### src/rtl/vga_timing_monitor.sv
// Passive VGA timing checker: recovers pixel/line coordinates and flags timing errors.
// Define VGA_MON_FRAME_CNT_EN to build the locked-frame counter; otherwise frame_cnt is 0.
module vga_timing_monitor #(
  parameter int CLKS_PER_PIXEL = 4,
  parameter int H_TOTAL        = 800,
  parameter int H_SYNC         = 96,
  parameter int H_ACTIVE       = 640,
  parameter int V_TOTAL        = 525
) (
  input  logic        clk,
  input  logic        rst,
  input  logic        hSync,
  input  logic        vSync,
  input  logic        bright,
  input  logic        clr_err,
  output logic [9:0]  hc_rx,
  output logic [9:0]  vc_rx,
  output logic        locked,
  output logic [3:0]  err,
  output logic [15:0] frame_cnt
);

  localparam int LCLK_MAX_I = 2 * H_TOTAL * CLKS_PER_PIXEL;
  localparam int CW = $clog2(LCLK_MAX_I + 1);
  localparam int LW = $clog2(2 * V_TOTAL + 1);
  localparam int PW = (CLKS_PER_PIXEL > 1) ? $clog2(CLKS_PER_PIXEL) : 1;

  localparam logic [CW-1:0] LCLK_MAX   = CW'(LCLK_MAX_I);
  localparam logic [CW-1:0] TOUT_AT    = CW'(LCLK_MAX_I - 1);
  localparam logic [CW-1:0] LINE_LAST  = CW'(H_TOTAL * CLKS_PER_PIXEL - 1);
  localparam logic [CW-1:0] SYNC_CLKS  = CW'(H_SYNC * CLKS_PER_PIXEL);
  localparam logic [CW-1:0] ACT_CLKS   = CW'(H_ACTIVE * CLKS_PER_PIXEL);
  localparam logic [LW-1:0] FRAME_LINES = LW'(V_TOTAL);
  localparam logic [LW-1:0] FRAME_LAST  = LW'(V_TOTAL - 1);
  localparam logic [PW-1:0] PSC_LAST   = PW'(CLKS_PER_PIXEL - 1);
  localparam logic [9:0]    HC_LAST    = 10'(H_TOTAL - 1);
  localparam logic [9:0]    VC_LAST    = 10'(V_TOTAL - 1);

  typedef enum logic [1:0] {SEARCH, ALIGN, LOCKED} state_t;

  state_t        state, next_state;
  logic          hs_s, vs_s, br_s, hs_d, vs_d;
  logic [CW-1:0] lclk, low_cnt, swid, bcnt;
  logic [LW-1:0] lines;
  logic [PW-1:0] psc;
  logic          primed;
  logic          hs_fall, hs_rise, vs_fall, timeout, frame_bad;
  logic          checking, line_chk;
  logic [3:0]    err_ev;

  // Syncs idle high, so the sample registers reset high to avoid a phantom edge.
  always_ff @(posedge clk or negedge rst) begin
    if (!rst) begin
      hs_s <= 1'b1;
      vs_s <= 1'b1;
      br_s <= 1'b0;
      hs_d <= 1'b1;
      vs_d <= 1'b1;
    end else begin
      hs_s <= hSync;
      vs_s <= vSync;
      br_s <= bright;
      hs_d <= hs_s;
      vs_d <= vs_s;
    end
  end

  assign hs_fall = !hs_s && hs_d;
  assign hs_rise = hs_s && !hs_d;
  assign vs_fall = !vs_s && vs_d;
  assign timeout = !hs_fall && (lclk == TOUT_AT);
  // A line closing in the same cycle as the vSync fall still belongs to the old frame.
  assign frame_bad = hs_fall ? (lines != FRAME_LAST) : (lines != FRAME_LINES);

  always_ff @(posedge clk or negedge rst) begin
    if (!rst) begin
      lclk    <= '0;
      low_cnt <= '0;
      swid    <= '0;
      bcnt    <= '0;
      lines   <= '0;
    end else begin
      if (hs_fall)               lclk <= '0;
      else if (lclk != LCLK_MAX) lclk <= lclk + CW'(1);

      if (!hs_s) begin
        if (low_cnt != LCLK_MAX) low_cnt <= low_cnt + CW'(1);
      end else begin
        low_cnt <= '0;
      end
      if (hs_rise) swid <= low_cnt;

      if (hs_fall)                  bcnt <= CW'(br_s);
      else if (br_s && bcnt != '1)  bcnt <= bcnt + CW'(1);

      if (vs_fall)                     lines <= '0;
      else if (hs_fall && lines != '1) lines <= lines + LW'(1);
    end
  end

  always_ff @(posedge clk or negedge rst) begin
    if (!rst) begin
      psc   <= '0;
      hc_rx <= '0;
      vc_rx <= '0;
    end else begin
      if (hs_fall) begin
        psc   <= '0;
        hc_rx <= '0;
      end else if (psc == PSC_LAST) begin
        psc   <= '0;
        hc_rx <= (hc_rx == HC_LAST) ? 10'd0 : hc_rx + 10'd1;
      end else begin
        psc <= psc + PW'(1);
      end

      if (vs_fall)      vc_rx <= '0;
      else if (hs_fall) vc_rx <= (vc_rx == VC_LAST) ? 10'd0 : vc_rx + 10'd1;
    end
  end

  // The first line closed after leaving SEARCH only primes the per-line checks.
  always_ff @(posedge clk or negedge rst) begin
    if (!rst)                 primed <= 1'b0;
    else if (state == SEARCH) primed <= 1'b0;
    else if (hs_fall)         primed <= 1'b1;
  end

  always_comb begin
    checking  = (state != SEARCH);
    line_chk  = checking && primed && hs_fall;
    err_ev    = '0;
    err_ev[0] = (line_chk && (lclk != LINE_LAST)) || (checking && timeout);
    err_ev[1] = line_chk && (swid != SYNC_CLKS);
    err_ev[2] = checking && vs_fall && frame_bad;
    err_ev[3] = line_chk && (bcnt != '0) && (bcnt != ACT_CLKS);
  end

  always_comb begin
    next_state = state;
    case (state)
      SEARCH: if (vs_fall) next_state = ALIGN;
      ALIGN: begin
        if (err_ev != '0)  next_state = SEARCH;
        else if (vs_fall)  next_state = LOCKED;
      end
      LOCKED: if (err_ev != '0) next_state = SEARCH;
      default: next_state = SEARCH;
    endcase
  end

  // Clearing applies to old flags only; an error raised in the same cycle survives.
  always_ff @(posedge clk or negedge rst) begin
    if (!rst) begin
      state <= SEARCH;
      err   <= '0;
    end else begin
      state <= next_state;
      err   <= (clr_err ? 4'b0000 : err) | ((state == LOCKED) ? err_ev : 4'b0000);
    end
  end

  assign locked = (state == LOCKED);

`ifdef VGA_MON_FRAME_CNT_EN
  logic frame_ok;
  assign frame_ok = (state == LOCKED) && vs_fall && (err_ev == '0);

  always_ff @(posedge clk or negedge rst) begin
    if (!rst)          frame_cnt <= '0;
    else if (frame_ok) frame_cnt <= frame_cnt + 16'd1;
  end
`else
  assign frame_cnt = '0;
`endif

endmodule

### config.mk
export PLATFORM = sky130hd
export DESIGN_NAME = vga_timing_monitor
export DESIGN_NICKNAME = d
export VERILOG_FILES = /design/src/rtl/vga_timing_monitor.sv
export SDC_FILE = /design/constraint.sdc
export NUM_CORES = 1
export LEC_CHECK = 0
export ABC_AREA = 1
export ABC_CLOCK_PERIOD_IN_PS = 2400
export CELL_PAD_IN_SITES_DETAIL_PLACEMENT = 1
export CELL_PAD_IN_SITES_GLOBAL_PLACEMENT = 2
export CORE_MARGIN = 4
export CORE_UTILIZATION = 37
export CTS_CLUSTER_DIAMETER = 200
export DETAILED_ROUTE_END_ITERATION = 16
export PLACE_DENSITY_LB_ADDON = 0.05
export SLEW_MARGIN = 20
export SYNTH_ARGS = -nofsm -noshare
export SYNTH_HDL_FRONTEND = slang
export SYNTH_SLANG_ARGS = --single-unit
### constraint.sdc
create_clock -name clk -period 2.4 [get_ports clk]
set_clock_uncertainty 0.05 [all_clocks]
set_input_delay 0.24 -clock clk [delete_from_list [all_inputs] [get_ports clk]]
set_output_delay 0.24 -clock clk [all_outputs]
set_load 0.02 [all_outputs]
After elaboration in Yosys (flattened, before gate mapping)
Index checks and enable logic that the tools add are counted.
{"block": "totals", "regBits": 97, "in_bits": 6, "output_inout_bits": 41, "wordCells": 100}
{"block": "classes", "add_sub_neg": 7, "eq_ne": 18, "mux": 26, "bitwise_logic": 1, "n_reduce_logical": 32}
{"op": "$mux W13", "n": 6}
{"op": "$mux W10", "n": 6}
{"op": "$add A13 B1 Y13 const B", "n": 3}
{"op": "$ne A13 B13 Y1 const B", "n": 3}
{"op": "$ne A13 B12 Y1 const B", "n": 2}
{"op": "$mux W11", "n": 2}
{"op": "$ne A11 B10 Y1 const B", "n": 2}
{"op": "$add A10 B1 Y10 const B", "n": 2}
{"op": "$eq A10 B10 Y1 const B", "n": 2}
{"op": "$reduce_bool A2 Y1", "n": 8}
{"op": "$logic_and A1 B1 Y1", "n": 15}
{"op": "$eq A13 B13 Y1 const B", "n": 1}
{"op": "$ne A13 B9 Y1 const B", "n": 1}
{"op": "$reduce_bool A13 Y1", "n": 1}
{"op": "$mux W2", "n": 6}
{"op": "$add A11 B1 Y11 const B", "n": 1}
{"op": "$ne A11 B11 Y1 const B", "n": 1}
{"op": "$mux W4", "n": 2}
{"op": "$pmux W2 S3", "n": 1}
{"op": "$eq A2 B2 Y1 const B", "n": 2}
{"op": "$logic_not A1 Y1", "n": 4}
{"op": "$or A4 B4 Y4", "n": 1}
{"op": "$reduce_bool A4 Y1", "n": 1}
{"op": "$mux W1", "n": 3}
{"op": "8 further kinds", "n": 8}

Logic depth before layout (Yosys ltp)
{"block": "logic_depth", "depth_word": 9, "depth_mapped": 10, "ltp_nobuf": 10}

Least setup slack after synthesis
No wires, ideal clock.
{"block": "synth_path", "path_kind": "flip-flop to flip-flop", "from": "reg bcnt[0]", "to": "reg bcnt[8]", "setup_ps": 126, "arrival_ps": 1419, "t_required_ps": 2224, "setup_slack_ps": 805, "stages_incl_launch_ff": 8, "period_less_slack_ps": 1595, "path_cell_list": "dfrtp_1 -> ha_1 -> nand3_2 -> nor3_4 -> a21oi_4 -> nor2_8 -> buf_8 -> o21ai_0"}
{"block": "synth_via", "elab_chain_len": 3, "word_cells_on_any_way": 6, "cone_classes": "1 x add/sub; 1 x eq/ne; 2 x mux; 2 x reduce/logical"}
{"element": "from (decl)", "line": "43", "text": "logic [CW-1:0] lclk, low_cnt, swid, bcnt;"}
{"element": "from (signal assigned)", "line": "93", "text": "if (hs_fall) bcnt <= CW'(br_s);"}
{"element": "from (signal assigned)", "line": "94", "text": "else if (br_s && bcnt != '1) bcnt <= bcnt + CW'(1);"}
{"element": "$add A13 B1 Y13 / $ne A13 B13 Y1 (equally long branches)", "line": "94"}
{"element": "$mux W13 / $logic_and A1 B1 Y1 (equally long branches)", "line": "94"}
{"element": "$mux W13 / $reduce_bool A2 Y1 (equally long branches)"}
Several ways; a longest one is shown, not always the timed one. The select of a mux whose other input is x is not followed.
A chain may end at the register's enable or synchronous reset.

Final worst setup path
{"block": "layout_path", "from": "reg hs_s", "to": "reg hc_rx[2]"}
{"block": "layout_via", "elab_chain_len": 3, "word_cells_on_any_way": 4, "cone_classes": "1 x mux; 3 x reduce/logical"}
{"element": "from (decl)", "line": "42", "text": "logic hs_s, vs_s, br_s, hs_d, vs_d;"}
{"element": "from (signal assigned)", "line": "60", "text": "hs_s <= hSync;"}
{"element": "$logic_not A1 Y1 (*)"}
{"element": "$logic_and A1 B1 Y1 (*)", "line": "68", "text": "assign hs_fall = !hs_s && hs_d;"}
{"element": "$mux W10 / $reduce_bool A2 Y1 (equally long branches)"}
{"element": "to (signal assigned)", "line": "112", "text": "hc_rx <= (hc_rx == HC_LAST) ? 10'd0 : hc_rx + 10'd1;"}
{"element": "to (decl)", "line": "16", "text": "output logic [9:0] hc_rx,"}
Mark *: on every way between the ends. The rest lies on a longest branch, timed or not.

==> qor.yml <==
end_kind: "register"
drc_errors: 0
first_pass_iters: 4
p_leak_uw: 0.00283
yosys-top-cells-count: "nand2_1, dfrtp_1, inv_1"
min_delay_path_depth: 1
synth.most_common_cell: "nand2_1"
power_frac_comb_pct: 16.5
die_x_microns: 127
cts_tree: "done"
cpMostUsedCell: "inv_1"
synth_ff_type: "dfrtp_1"
peakVddDrop_mv: 0.307
wl_per_cell_microns: 14.3
tightest_slew_ns: 0.691
start_util_pct: 37.8
post-cts-setup-buffers: 0
htree_levels: 3
synth.cell_area_sq_mm: 0.00525
p_sw_share_pct: 29.7
cp_slowest_stage_delay_ns: 0.60
power.density_mw_per_mm2: 693
grt_max_degree: 38
yosysTopAreaCellShare_pct: 44.3
grt_pass1_vias: 4757
outcome: "finished, final reports clean"
synth-seq-cells: 97
finalNonFillerCells: 900
synth_edf_count: 0
critical_path_arrival_ns: 2.21
port_buffers: 30
finalHoldViolCount: 0
period_minus_slack_ns: 2.04
drt_iter0_markers: 222
path_max_fanout: 12
syn_inst: 677
hold_buffers: 1
fp.dieH_microns: 127
avgSynthCellArea_sq_um: 7.75
slew_violations: 0
dpl.cell_count: 883
ios: 47
reg2regPathDepth: 8
fmax_mhz: 491
grt_util_all_layers_pct: 17.1
area_growth_pct: 15.1
p_int_uw: 2940
critPathKind: "register to register"
clkPwrFrac_pct: 38.2
fin_nets: 732
required_ns: 2.57
cts_buffer_depth: 2
hp-class: "primary input to register"
fp-row-count: 43
fin_tns_setup_ns: 0
path_clk_slew_ns: 0.07
place.gp.congestion: 0.795
cts_resized: 0
grt_pass1_wl_mm: 22.9
yosys-top-cells-area: "dfrtp_1, nand2_1, inv_1"
rsz0062_at_grt: "false"
ctsRootBufferMaster: "clkbuf_16"
synth_largest_area_cell: "dfrtp_1"
ys_seq_area_share_pct: 46.3
dp_hpwl_mm: 9.53
finalSetupViolations: 0
drive_gt1_share_pct: 6.53
drt_wl_total_mm: 12.9
fp.coreArea_sq_mm: 0.0139
vias: 4407
yosys_warnings: 0
slew_headroom_pct: 53.9
clock-sinks: 97
final_antenna_net_count: 0
numCtsBuffers: 9
die_area_sq_mm: 0.0162
switching_power_uw: 1240
clk_latency_ns: 0.35
start_kind: "register"
n_antenna_cell: 0
crit_chain: "inv_2 > nand2_2 > inv_1 > nor2_1 > buf_4 > inv_1 > a21oi_1 > nor3_1"
drv_cap: 0
slowest_stage: "dfstp_2"
power_uw: 4190
overflow: 0
fin_crit_sh_pct: 84.8
yosysUniqueCellTypes: 42
antenna_found_initial: 0
viasPerCell: 4.90
p_seq_share_pct: 45.3
synthArstFlopShare_pct: 100
## worst max-delay path, delay by kind of cell, from the launching register on
family                 cells  cell delay [ns]
AO/OA/AOI/OAI              1             0.16
buffers and inverters      4             0.65
flip-flops                 1             0.60
AND/OR/NAND/NOR            3             0.45
## area by class of cell
type / count / area (sq um)
inverter: 87 / 327
fill: 1750 / 7840
timing repair buffer: 40 / 388
clock inverter: 7 / 100
sequential: 97 / 2430
clock buffer: 9 / 225
tap: 180 / 225
multi-input combinational: 480 / 2350
## metrics by stage
stage	instance area, sq um	hold WS (ns)	setup WS [ns]	utilization, %
after floorplan	5310	-0.106	0.805	-
after global placement	5710	0.183	0.439	41.1
after detailed placement	5710	0.185	0.366	41.1
after CTS	6040	0.229	0.339	43.5
after global routing	6040	0.227	0.136	43.5
final	6040	0.245	0.365	43.5
## placed cells by master, fill, tap and decap left out, types with 3 or more instances in the layout
master / instances
xor2_1: 12
nor2_1: 81
a21oi_1: 26
o21a_1: 6
nand2_1: 150
dfrtp_1: 93
inv_1: 85
inv_6: 3
dfstp_2: 4
nor3_1: 23
ha_1: 11
conb_1: 16
clkdlybuf4s50_1: 29
buf_4: 9
clkbuf_16: 9
nand4_1: 12
o21ai_0: 52
nand2_2: 6
o22ai_1: 3
nand3_1: 60
## power by group through the flow
| stage | registers (uW) | clock network [uW] | logic (uW) |
|---|---|---|---|
| floorplan | 1930 | 0 | 438 |
| global placement | 1920 | 0 | 685 |
| global route | 1920 | 1740 | 800 |
| CTS | 1900 | 1660 | 709 |
| finish | 1900 | 1600 | 692 |
| detailed placement | 1930 | 0 | 703 |
## worst paths after layout
kind                            start       end  slack, ns
worst max-delay path             hs_s  hc_rx[2]       0.36
worst min-delay path            vSync      vs_s       0.25
worst max register to register   hs_s  hc_rx[2]       0.36
worst min register to register   vs_s      vs_d       0.33
max in group asynchronous         rst      vs_d       1.28
min in group asynchronous         rst  hc_rx[2]       0.35
## state kept, by name, summed over array words and instances (netlist names)
signal and cells:
vc_rx 10, lclk 13, primed 1, state 2
vs_s 1, br_s 1, hc_rx 10, swid 13
bcnt 13, low_cnt 13, hs_s 1, lines 11
psc 2, err 4, hs_d 1, vs_d 1
## per-layer routing
layer	part of all wire (%)	global-route usage [%]	up-vias	wire, microns
li1	-	-	2225	-
met1	51	24.0	2140	6540
met2	46	27.2	35	5940
met3	2.1	3.60	7	272
met4	0.76	3.97	0	98
met5	0	0	-	0
## logic make-up after synthesis
family / after synthesis / synth area share [%]
multiplexers: 1 / 0.214
AO/OA/AOI/OAI: 96 / 10.0
adder cells (fa/ha/maj): 11 / 2.62
AND/OR/NAND/NOR: 343 / 28.5
buffers and inverters: 115 / 10.1
XOR/XNOR: 13 / 2.17
flip-flops: 97 / 46.3
other: 1 / 0.0714
Note: power is estimated with default switching activity, not from simulation.
